--- config.mk ---
export PLATFORM = sky130hd
export DESIGN_NAME = tone_decoder
export DESIGN_NICKNAME = d
export VERILOG_FILES = /design/src/rtl/tone_decoder.sv
export SDC_FILE = /design/constraint.sdc
export NUM_CORES = 1
export LEC_CHECK = 0
export CAP_MARGIN = 20
export CORE_MARGIN = 10
export CORE_UTILIZATION = 65
export CTS_CLUSTER_DIAMETER = 150
export DETAILED_ROUTE_END_ITERATION = 16
export PLACE_DENSITY_LB_ADDON = 0.05
export SLEW_MARGIN = 10
export SYNTH_ARGS = -nofsm -noshare
export SYNTH_HDL_FRONTEND = slang
export SYNTH_SLANG_ARGS = --single-unit
--- constraint.sdc ---
create_clock -name clk -period 5.23 [get_ports clk]
set_input_delay 0.7845 -clock clk [delete_from_list [all_inputs] [get_ports clk]]
set_output_delay 0.7845 -clock clk [all_outputs]
set_load 0.005 [all_outputs]
--- src/rtl/tone_decoder.sv ---
// rtl/tone_decoder.sv - square-wave half-period to {keys, octave} decoder with lock filter
// Optional hysteresis build: define TONE_DEC_HYST_EN.
module tone_decoder #(
    parameter int LOCK_COUNT  = 4,
    parameter int SYNC_STAGES = 2
) (
    input  logic        clk,
    input  logic        rst_n,
    input  logic        ena,
    input  logic        tone_in,
    output logic [11:0] keys_out,
    output logic [3:0]  octave_out,
    output logic        valid,
    output logic        overrun
);

    typedef enum logic [1:0] {S_IDLE, S_MEASURE, S_NORM, S_CLASSIFY} state_t;

    localparam logic [3:0] LOCK_MAX = 4'(LOCK_COUNT);

    state_t                 state_q, state_d;
    logic [SYNC_STAGES-1:0] sync_q, sync_d;
    logic                   last_q, last_d;
    logic [15:0]            cnt_q, cnt_d;
    logic [15:0]            p_q, p_d;
    logic [3:0]             k_q, k_d;
    logic [3:0]             lock_q, lock_d;
    logic [3:0]             cand_note_q, cand_note_d;
    logic [3:0]             cand_oct_q, cand_oct_d;
    logic [11:0]            keys_q, keys_d;
    logic [3:0]             oct_q, oct_d;
    logic                   valid_q, valid_d;
    logic                   ovr_q, ovr_d;

    logic                   tone_edge;
    logic                   sample_ok;
    logic                   sample_bad;
    logic [3:0]             new_note;

    // Nearest-note lookup: thresholds are floored midpoints of adjacent normalized periods.
    function automatic logic [3:0] classify(input logic [15:0] p);
        if      (p > 16'd60746) return 4'd0;
        else if (p > 16'd57336) return 4'd1;
        else if (p > 16'd54118) return 4'd2;
        else if (p > 16'd51081) return 4'd3;
        else if (p > 16'd48214) return 4'd4;
        else if (p > 16'd45508) return 4'd5;
        else if (p > 16'd42953) return 4'd6;
        else if (p > 16'd40543) return 4'd7;
        else if (p > 16'd38268) return 4'd8;
        else if (p > 16'd36120) return 4'd9;
        else if (p > 16'd34092) return 4'd10;
        else                    return 4'd11;
    endfunction

    assign tone_edge = sync_q[SYNC_STAGES-1] ^ last_q;
    assign new_note  = classify(p_q);

    always_comb begin
        state_d     = state_q;
        sync_d      = {sync_q[SYNC_STAGES-2:0], tone_in};
        last_d      = sync_q[SYNC_STAGES-1];
        cnt_d       = cnt_q;
        p_d         = p_q;
        k_d         = k_q;
        lock_d      = lock_q;
        cand_note_d = cand_note_q;
        cand_oct_d  = cand_oct_q;
        keys_d      = keys_q;
        oct_d       = oct_q;
        valid_d     = valid_q;
        ovr_d       = 1'b0;
        sample_ok   = 1'b0;
        sample_bad  = 1'b0;

        if (state_q != S_IDLE && cnt_q != 16'hFFFF) begin
            cnt_d = cnt_q + 16'd1;
        end
        if (tone_edge) begin
            cnt_d = 16'd1;
        end

        case (state_q)
            S_IDLE: begin
                if (tone_edge) state_d = S_MEASURE;
            end
            S_MEASURE: begin
                if (tone_edge) begin
                    p_d     = cnt_q;
                    k_d     = 4'd0;
                    state_d = S_NORM;
                end
            end
            S_NORM: begin
                if (tone_edge) begin
                    ovr_d      = 1'b1;
                    sample_bad = 1'b1;
                    state_d    = S_MEASURE;
                end else if (p_q[15]) begin
                    state_d = S_CLASSIFY;
                end else if (k_q != 4'd15) begin
                    p_d = p_q << 1;
                    k_d = k_q + 4'd1;
                end else begin
                    sample_bad = 1'b1;
                    state_d    = S_MEASURE;
                end
            end
            S_CLASSIFY: begin
                if (tone_edge) begin
                    ovr_d      = 1'b1;
                    sample_bad = 1'b1;
                end else begin
                    sample_ok = 1'b1;
                end
                state_d = S_MEASURE;
            end
            default: state_d = S_IDLE;
        endcase

        if (sample_ok) begin
            if (lock_q != 4'd0 && new_note == cand_note_q && k_q == cand_oct_q) begin
                lock_d = (lock_q >= LOCK_MAX) ? LOCK_MAX : lock_q + 4'd1;
            end else begin
                lock_d      = 4'd1;
                cand_note_d = new_note;
                cand_oct_d  = k_q;
`ifndef TONE_DEC_HYST_EN
                valid_d = 1'b0;
                keys_d  = 12'd0;
                oct_d   = 4'd0;
`endif
            end
            if (lock_d == LOCK_MAX) begin
                valid_d = 1'b1;
                keys_d  = 12'd1 << new_note;
                oct_d   = k_q;
            end
        end

        if (sample_bad) begin
            lock_d = 4'd0;
`ifndef TONE_DEC_HYST_EN
            valid_d = 1'b0;
            keys_d  = 12'd0;
            oct_d   = 4'd0;
`endif
        end

        // A saturated counter means the tone has stopped: drop everything and re-arm.
        if (cnt_q == 16'hFFFF && !tone_edge) begin
            state_d = S_IDLE;
            lock_d  = 4'd0;
            valid_d = 1'b0;
            keys_d  = 12'd0;
            oct_d   = 4'd0;
        end
    end

    always_ff @(posedge clk) begin
        if (!rst_n || !ena) begin
            state_q     <= S_IDLE;
            sync_q      <= '0;
            last_q      <= 1'b0;
            cnt_q       <= 16'd0;
            p_q         <= 16'd0;
            k_q         <= 4'd0;
            lock_q      <= 4'd0;
            cand_note_q <= 4'd0;
            cand_oct_q  <= 4'd0;
            keys_q      <= 12'd0;
            oct_q       <= 4'd0;
            valid_q     <= 1'b0;
            ovr_q       <= 1'b0;
        end else begin
            state_q     <= state_d;
            sync_q      <= sync_d;
            last_q      <= last_d;
            cnt_q       <= cnt_d;
            p_q         <= p_d;
            k_q         <= k_d;
            lock_q      <= lock_d;
            cand_note_q <= cand_note_d;
            cand_oct_q  <= cand_oct_d;
            keys_q      <= keys_d;
            oct_q       <= oct_d;
            valid_q     <= valid_d;
            ovr_q       <= ovr_d;
        end
    end

    assign keys_out   = keys_q;
    assign octave_out = oct_q;
    assign valid      = valid_q;
    assign overrun    = ovr_q;

endmodule

; Word level (Yosys, flattened, before mapping)
; Index checks and enable logic that the tools add are counted.
[classes]
shift = 1
n_reduce_logical = 23
order_cmp = 12
eq_ne = 16
n_bitwise = 3
add_sub_neg = 3
n_mux = 45
[op_table]
columns = cell, count
row1 = > comparator 16 bit (second input constant), 11
row2 = 2-to-1 mux 4 bit, 17
row3 = 2-to-1 mux 16 bit, 4
row4 = one-hot mux 16 bit (2 select lines), 1
row5 = 2-to-1 mux 12 bit, 2
row6 = adder 16 x 1 -> 16 bit (second input constant), 1
row7 = == test 16 bit (second input constant), 1
row8 = inequality test 16 bit (second input constant), 1
row9 = 2-to-1 mux 2 bit, 7
row10 = left shift 1 x 4 -> 12 bit (first input constant), 1
row11 = 2-to-1 mux 1 bit, 11
row12 = inequality test 2 bit (second input constant), 5
row13 = adder 4 x 1 -> 4 bit (second input constant), 2
row14 = == test 4 bit, 2
row15 = inequality test 4 bit (second input constant), 2
row16 = one-hot mux 2 bit (4 select lines), 1
row17 = one-hot mux 4 bit (2 select lines), 1
row18 = OR reduction 2 bit, 4
row19 = AND reduction 3 bit, 2
row20 = nonzero test 2 bit, 3
row21 = AND reduction 5 bit, 1
row22 = == test 2 bit (second input constant), 2
row23 = == test 4 x 3 -> 1 bit (second input constant), 1
row24 = >= comparator 4 x 3 -> 1 bit (second input constant), 1
row25 = other kinds (12), 19
[totals]
reg_bits = 71
out_inout_bits = 18
word_cells = 118
inputBits = 4

; Logic depth before layout (Yosys ltp)
[depth]
ltp_word = 20
mapped_depth = 12
mapped_depth_nobuf = 9

; Least setup slack after synthesis
; No wires, ideal clock.
[synth_timing]
path_type = register -> register
from = register p_q[2]
to = register keys_q[5] (netlist: keys_out[5])
stages_incl_launch_ff = 12
n_path_buf = 3
period_less_slack_ns = 2.384
required_time_ns = 5.158
arrival_time_ns = 2.312
setup_time_ns = 0.072
slack_ns = 2.846
path_cell_list = dfxtp_1 -> buf_4 -> nor3b_4 -> a41oi_2 -> o21a_2 -> o31a_1 -> a32oi_1 -> nor4bb_1 -> buf_4 -> a21oi_4 -> buf_8 -> mux2i_1
[synth_between]
elab_chain_cells = 20
word_cells_on_any_way = 32
cone_classes = order compare (11) / eq/ne (3) / shift (1) / mux (14) / reduce/logical (3)
[synth_rtl]
columns = element, line
row1 = from (decl), 25  ; logic [15:0] p_q, p_d;
row2 = from (signal assigned), 180  ; p_q <= p_d;
row3 = > comparator 16 bit, 52  ; else if (p > 16'd34092) return 4'd10;
row4 = 2-to-1 mux 1 bit, 52
row5 = 2-to-1 mux 2 bit, 51  ; else if (p > 16'd36120) return 4'd9;
row6 = 2-to-1 mux 2 bit, 50  ; else if (p > 16'd38268) return 4'd8;
row7 = 2-to-1 mux 4 bit, 49  ; else if (p > 16'd40543) return 4'd7;
row8 = 2-to-1 mux 4 bit, 48  ; else if (p > 16'd42953) return 4'd6;
row9 = 2-to-1 mux 4 bit, 47  ; else if (p > 16'd45508) return 4'd5;
row10 = 2-to-1 mux 4 bit, 46  ; else if (p > 16'd48214) return 4'd4;
row11 = (+3 left out), n/a
row12 = 2-to-1 mux 4 bit *, 42  ; if (p > 16'd60746) return 4'd0;
row13 = == test 4 bit, 122  ; if (lock_q != 4'd0 && new_note == cand_note_q && k_q == cand_oct_q) begin
row14 = logical AND 1 bit (2 in series), 122
row15 = 2-to-1 mux 4 bit, 122
row16 = 2-to-1 mux 4 bit, 121  ; if (sample_ok) begin
row17 = == test 4 x 3 -> 1 bit, 134  ; if (lock_d == LOCK_MAX) begin
row18 = inequality test 2 x 1 -> 1 bit (no line), n/a
row19 = AND reduction 2 bit (no line), n/a
row20 = to (signal assigned), 185  ; keys_q <= keys_d;
row21 = to (decl), 30  ; logic [11:0] keys_q, keys_d;
; Mark *: on every way between the ends. The rest lies on a longest branch, timed or not. The select of a mux whose other input is x is not followed.
; A chain may end at the register's enable or synchronous reset.

; Worst setup path after layout
[layout_timing]
from = input port rst_n
to = register keys_q[2] (netlist: keys_out[2])
[layout_between]
elab_chain_cells = 3
[layout_rtl]
columns = element, line
row1 = from (decl), 8  ; input logic rst_n,
row2 = zero test 1 bit, 161  ; if (!rst_n || !ena) begin
row3 = logical OR 1 bit, 161
row4 = OR reduction 3 bit (no line), n/a
; Every way passes these cells.

==> impl_metrics.tcl <==
set metrics [dict create \
    start_kind "input pin" \
    met2_usage_pct 30.5 \
    worstRegToRegCells 9 \
    max-vdd-ir-drop_mv 0.243 \
    drive_gt1_share_pct 9.68 \
    drcViolationCount 0 \
    grt_first_pass_wirelength_um 17200 \
    whs_path_depth 2 \
    path_buf_inv 2 \
    die_area_um2 10200 \
    diodes 0 \
    fin_crit_sh_pct 66.6 \
    synth_cell_types 79 \
    crit_type "in2reg" \
    fmax_ghz 0.287 \
    crit_fanout 25 \
    skew_ns 0.0130 \
    p_leak_nw 1.51 \
    numCtsBuffers 9 \
    antenna_found_initial 0 \
    min_path_type "reg2reg" \
    met1_usage_pct 27.3 \
    place_hpwl_um 7080 \
    portBuffers 21 \
    syn_to_final_growth_pct 7.94 \
    busiest_layer "met2" \
    synthFlopType "dfxtp_1" \
    coreArea_um2 6350 \
    fin_ws_ns 1.75 \
    setup_viol_count_final 0 \
    synth_nets 514 \
    cp-end-kind "flop" \
    place_congestion 0.919 \
    outcome "completed" \
    overflow 0 \
    cts_hold_buf 0 \
    rows 29 \
    cp_slowest_stage_delay_ns 0.53 \
    place_ws_ns 1.41 \
    start_util_pct 67.0 \
    r2r_slack_ns 2.11 \
    finalHoldViolCount 0 \
    cp_top_family "simple AND/OR/NAND/NOR gates" \
    clockRootBuffer "clkbuf_8" \
    synth-seq-area-share_pct 33.4 \
    grt_use_total_pct 20.2 \
    postCtsSetupBuffers 0 \
    synth_edf_count 0 \
    hp-start "keys_out[10]" \
    clock_latency_ns 0.36 \
    cp_common_cell "nand2_1" \
    arrival_ns 3.77 \
    nets 514 \
    min_to "keys_out[10]" \
    drv_cap 0 \
    rsz0062_at_grt "false" \
    met3_usage_pct 5.08 \
    chipWidth_um 101 \
    cts-htree-levels 3 \
    power_density_nw_per_um2 221 \
    synth_seq_cells 71 \
    cts_tree "built" \
    grt_max_degree 26 \
    clk_transition_reported_paths_ns 0.08 \
    worst_slew_margin_rel_pct 32.9 \
    r2r_start "p_q[8]" \
    cts_sinks 71 \
    drt_iter0_markers 314 \
    fin_setup_tns_ns 0 \
    period_needed_ns 3.48 \
    postRouteAntennaNets 0 \
    io_pins 22 \
    synthCells 501 \
    synth_area_per_cell_um2 8.49 \
    grt_pass1_vias 3516 \
    ctsResizeCount 0 \
    die_h_um 101 \
    async_flop_share_pct 0 \
    synth_warnings 0 \
    cp_slowest_cell "nand2_1" \
    dr_total_vias 3830 \
    firstDrtPassIters 5 \
    slew_viol_final 0 \
    cts_buffer_depth 2 \
    r2r-end "octave_out[2]" \
    syn_area_um2 4260 \
    path_cells "clkdlybuf4s50_1, nand2_1, a41o_1, nor2_1, buf_4, nand2_1, nor3_2, or4b_1, mux2i_1" \
    drt_wl_total_um 10300 \
    worstMarginPinSlew_ns 1.00 \
    viasPerCell 6.57 \
    wl_per_cell_um 17.7 \
    worst_ep_required_time_ns 5.52 \
]
[routing by layer]
metal	up-vias	share of wire [%]
met2	141	45
met4	0	2.2
li1	1854	-
met3	31	6.9
met5	-	0
met1	1804	46
[worst max-delay path by stage]
stage,cells after the start,from,endpoint
6_report,9,rst_n,keys_out[2]
5_1_grt,9,rst_n,keys_out[2]
4_1_cts,9,rst_n,keys_out[2]
3_5_place_dp,9,rst_n,keys_out[2]
3_3_place_gp,9,rst_n,keys_out[10]
2_1_floorplan,11,p_q[2],keys_out[5]
[layout by cell type, fill, tap and decap left out, drive strengths merged, types with 4 or more instances in the layout]
master,count
clkbuf,11
o21ai,9
xnor2,8
nor3,18
buf,4
clkdlybuf4s50,21
xor2,12
a211oi,8
o211ai,4
a221oi,15
inv,16
ha,9
and3,14
o22ai,4
a41oi,4
a21oi,23
and2,8
or4b,5
nand2,60
nand4,18
mux2i,20
nand3,13
nor2,55
dfxtp,71
nor4,8
a31oi,5
o21a,4
[where the power goes]
part,internal (mW),total (mW),switching (mW)
combinational,0.00526,0.0180,0.0128
clock,0.245,0.453,0.208
sequential,0.541,0.542,0.000847
[tightest hold or removal path, delay by kind of cell, from the launching register on]
kind             cells  cell delay (ns)
flip-flops           1             0.31
AND/OR/NAND/NOR      1             0.05
multiplexers         1             0.05
[state kept, by name (all words and copies together), names as in the netlist]
signal       count
cnt_q           16
p_q             16
keys_out        12
cand_note_q      4
cand_oct_q       4
k_q              4
lock_q           4
octave_out       4
state_q          2
sync_q           2
last_q           1
overrun          1
valid            1
[stage by stage]
stage	power, mW	instance area, um^2	hold slack (ns)	util (%)	cells
6_report	1.01	4590	0.458	72.3	583
5_1_grt	1.04	4590	0.478	72.3	583
2_1_floorplan	0.566	4260	0.444	-	501
3_5_place_dp	0.572	4390	0.447	69.1	567
4_1_cts	1.02	4590	0.460	72.3	583
3_3_place_gp	0.572	4390	0.442	69.1	567
[cell type report]
class                           count  area [um^2]
Inverter                           16         60.1
Clock inverter                      5         56.3
Clock buffer                       11          151
Tap cell                           77         96.3
Timing Repair Buffer               25          240
Fill cell                         504         1760
Multi-Input combinational cell    378         2570
Sequential cell                    71         1420
[kinds of logic (layout without fill, tap and decap cells)]
family | Yosys count | in the layout | share of synthesized area [%]
and+or+nand+nor | 226 | 226 | 29.1
AOI/OAI and AO/OA | 103 | 103 | 19.7
DFF | 71 | 71 | 33.4
buffers and inverters | 52 | 57 | 6.26
xor gates and xnor gates | 20 | 20 | 4.12
muxes | 20 | 20 | 4.70
adders and majority gates | 9 | 9 | 2.65
[Yosys cell counts, drive strengths merged, types with 5 or more instances]
| library cell | n | area [um^2] |
|---|---|---|
| mux2i | 20 | 200 |
| inv | 16 | 60.1 |
| nand2 | 60 | 225 |
| or4b | 5 | 50.1 |
| nor3 | 18 | 100 |
| a221oi | 15 | 131 |
| a21oi | 23 | 141 |
| buf | 20 | 146 |
| o21ai | 9 | 52.6 |
| xor2 | 12 | 105 |
| a211oi | 8 | 65.1 |
| clkbuf | 16 | 60.1 |
| and3 | 14 | 87.6 |
| xnor2 | 8 | 70.1 |
| nand3 | 13 | 65.1 |
| nor4 | 8 | 77.6 |
| a31oi | 5 | 31.3 |
| dfxtp | 71 | 1420 |
| nor2 | 55 | 211 |
| nand4 | 18 | 119 |
| and2 | 8 | 50.1 |
| ha | 9 | 113 |
Power figures use the tool's default switching activity.
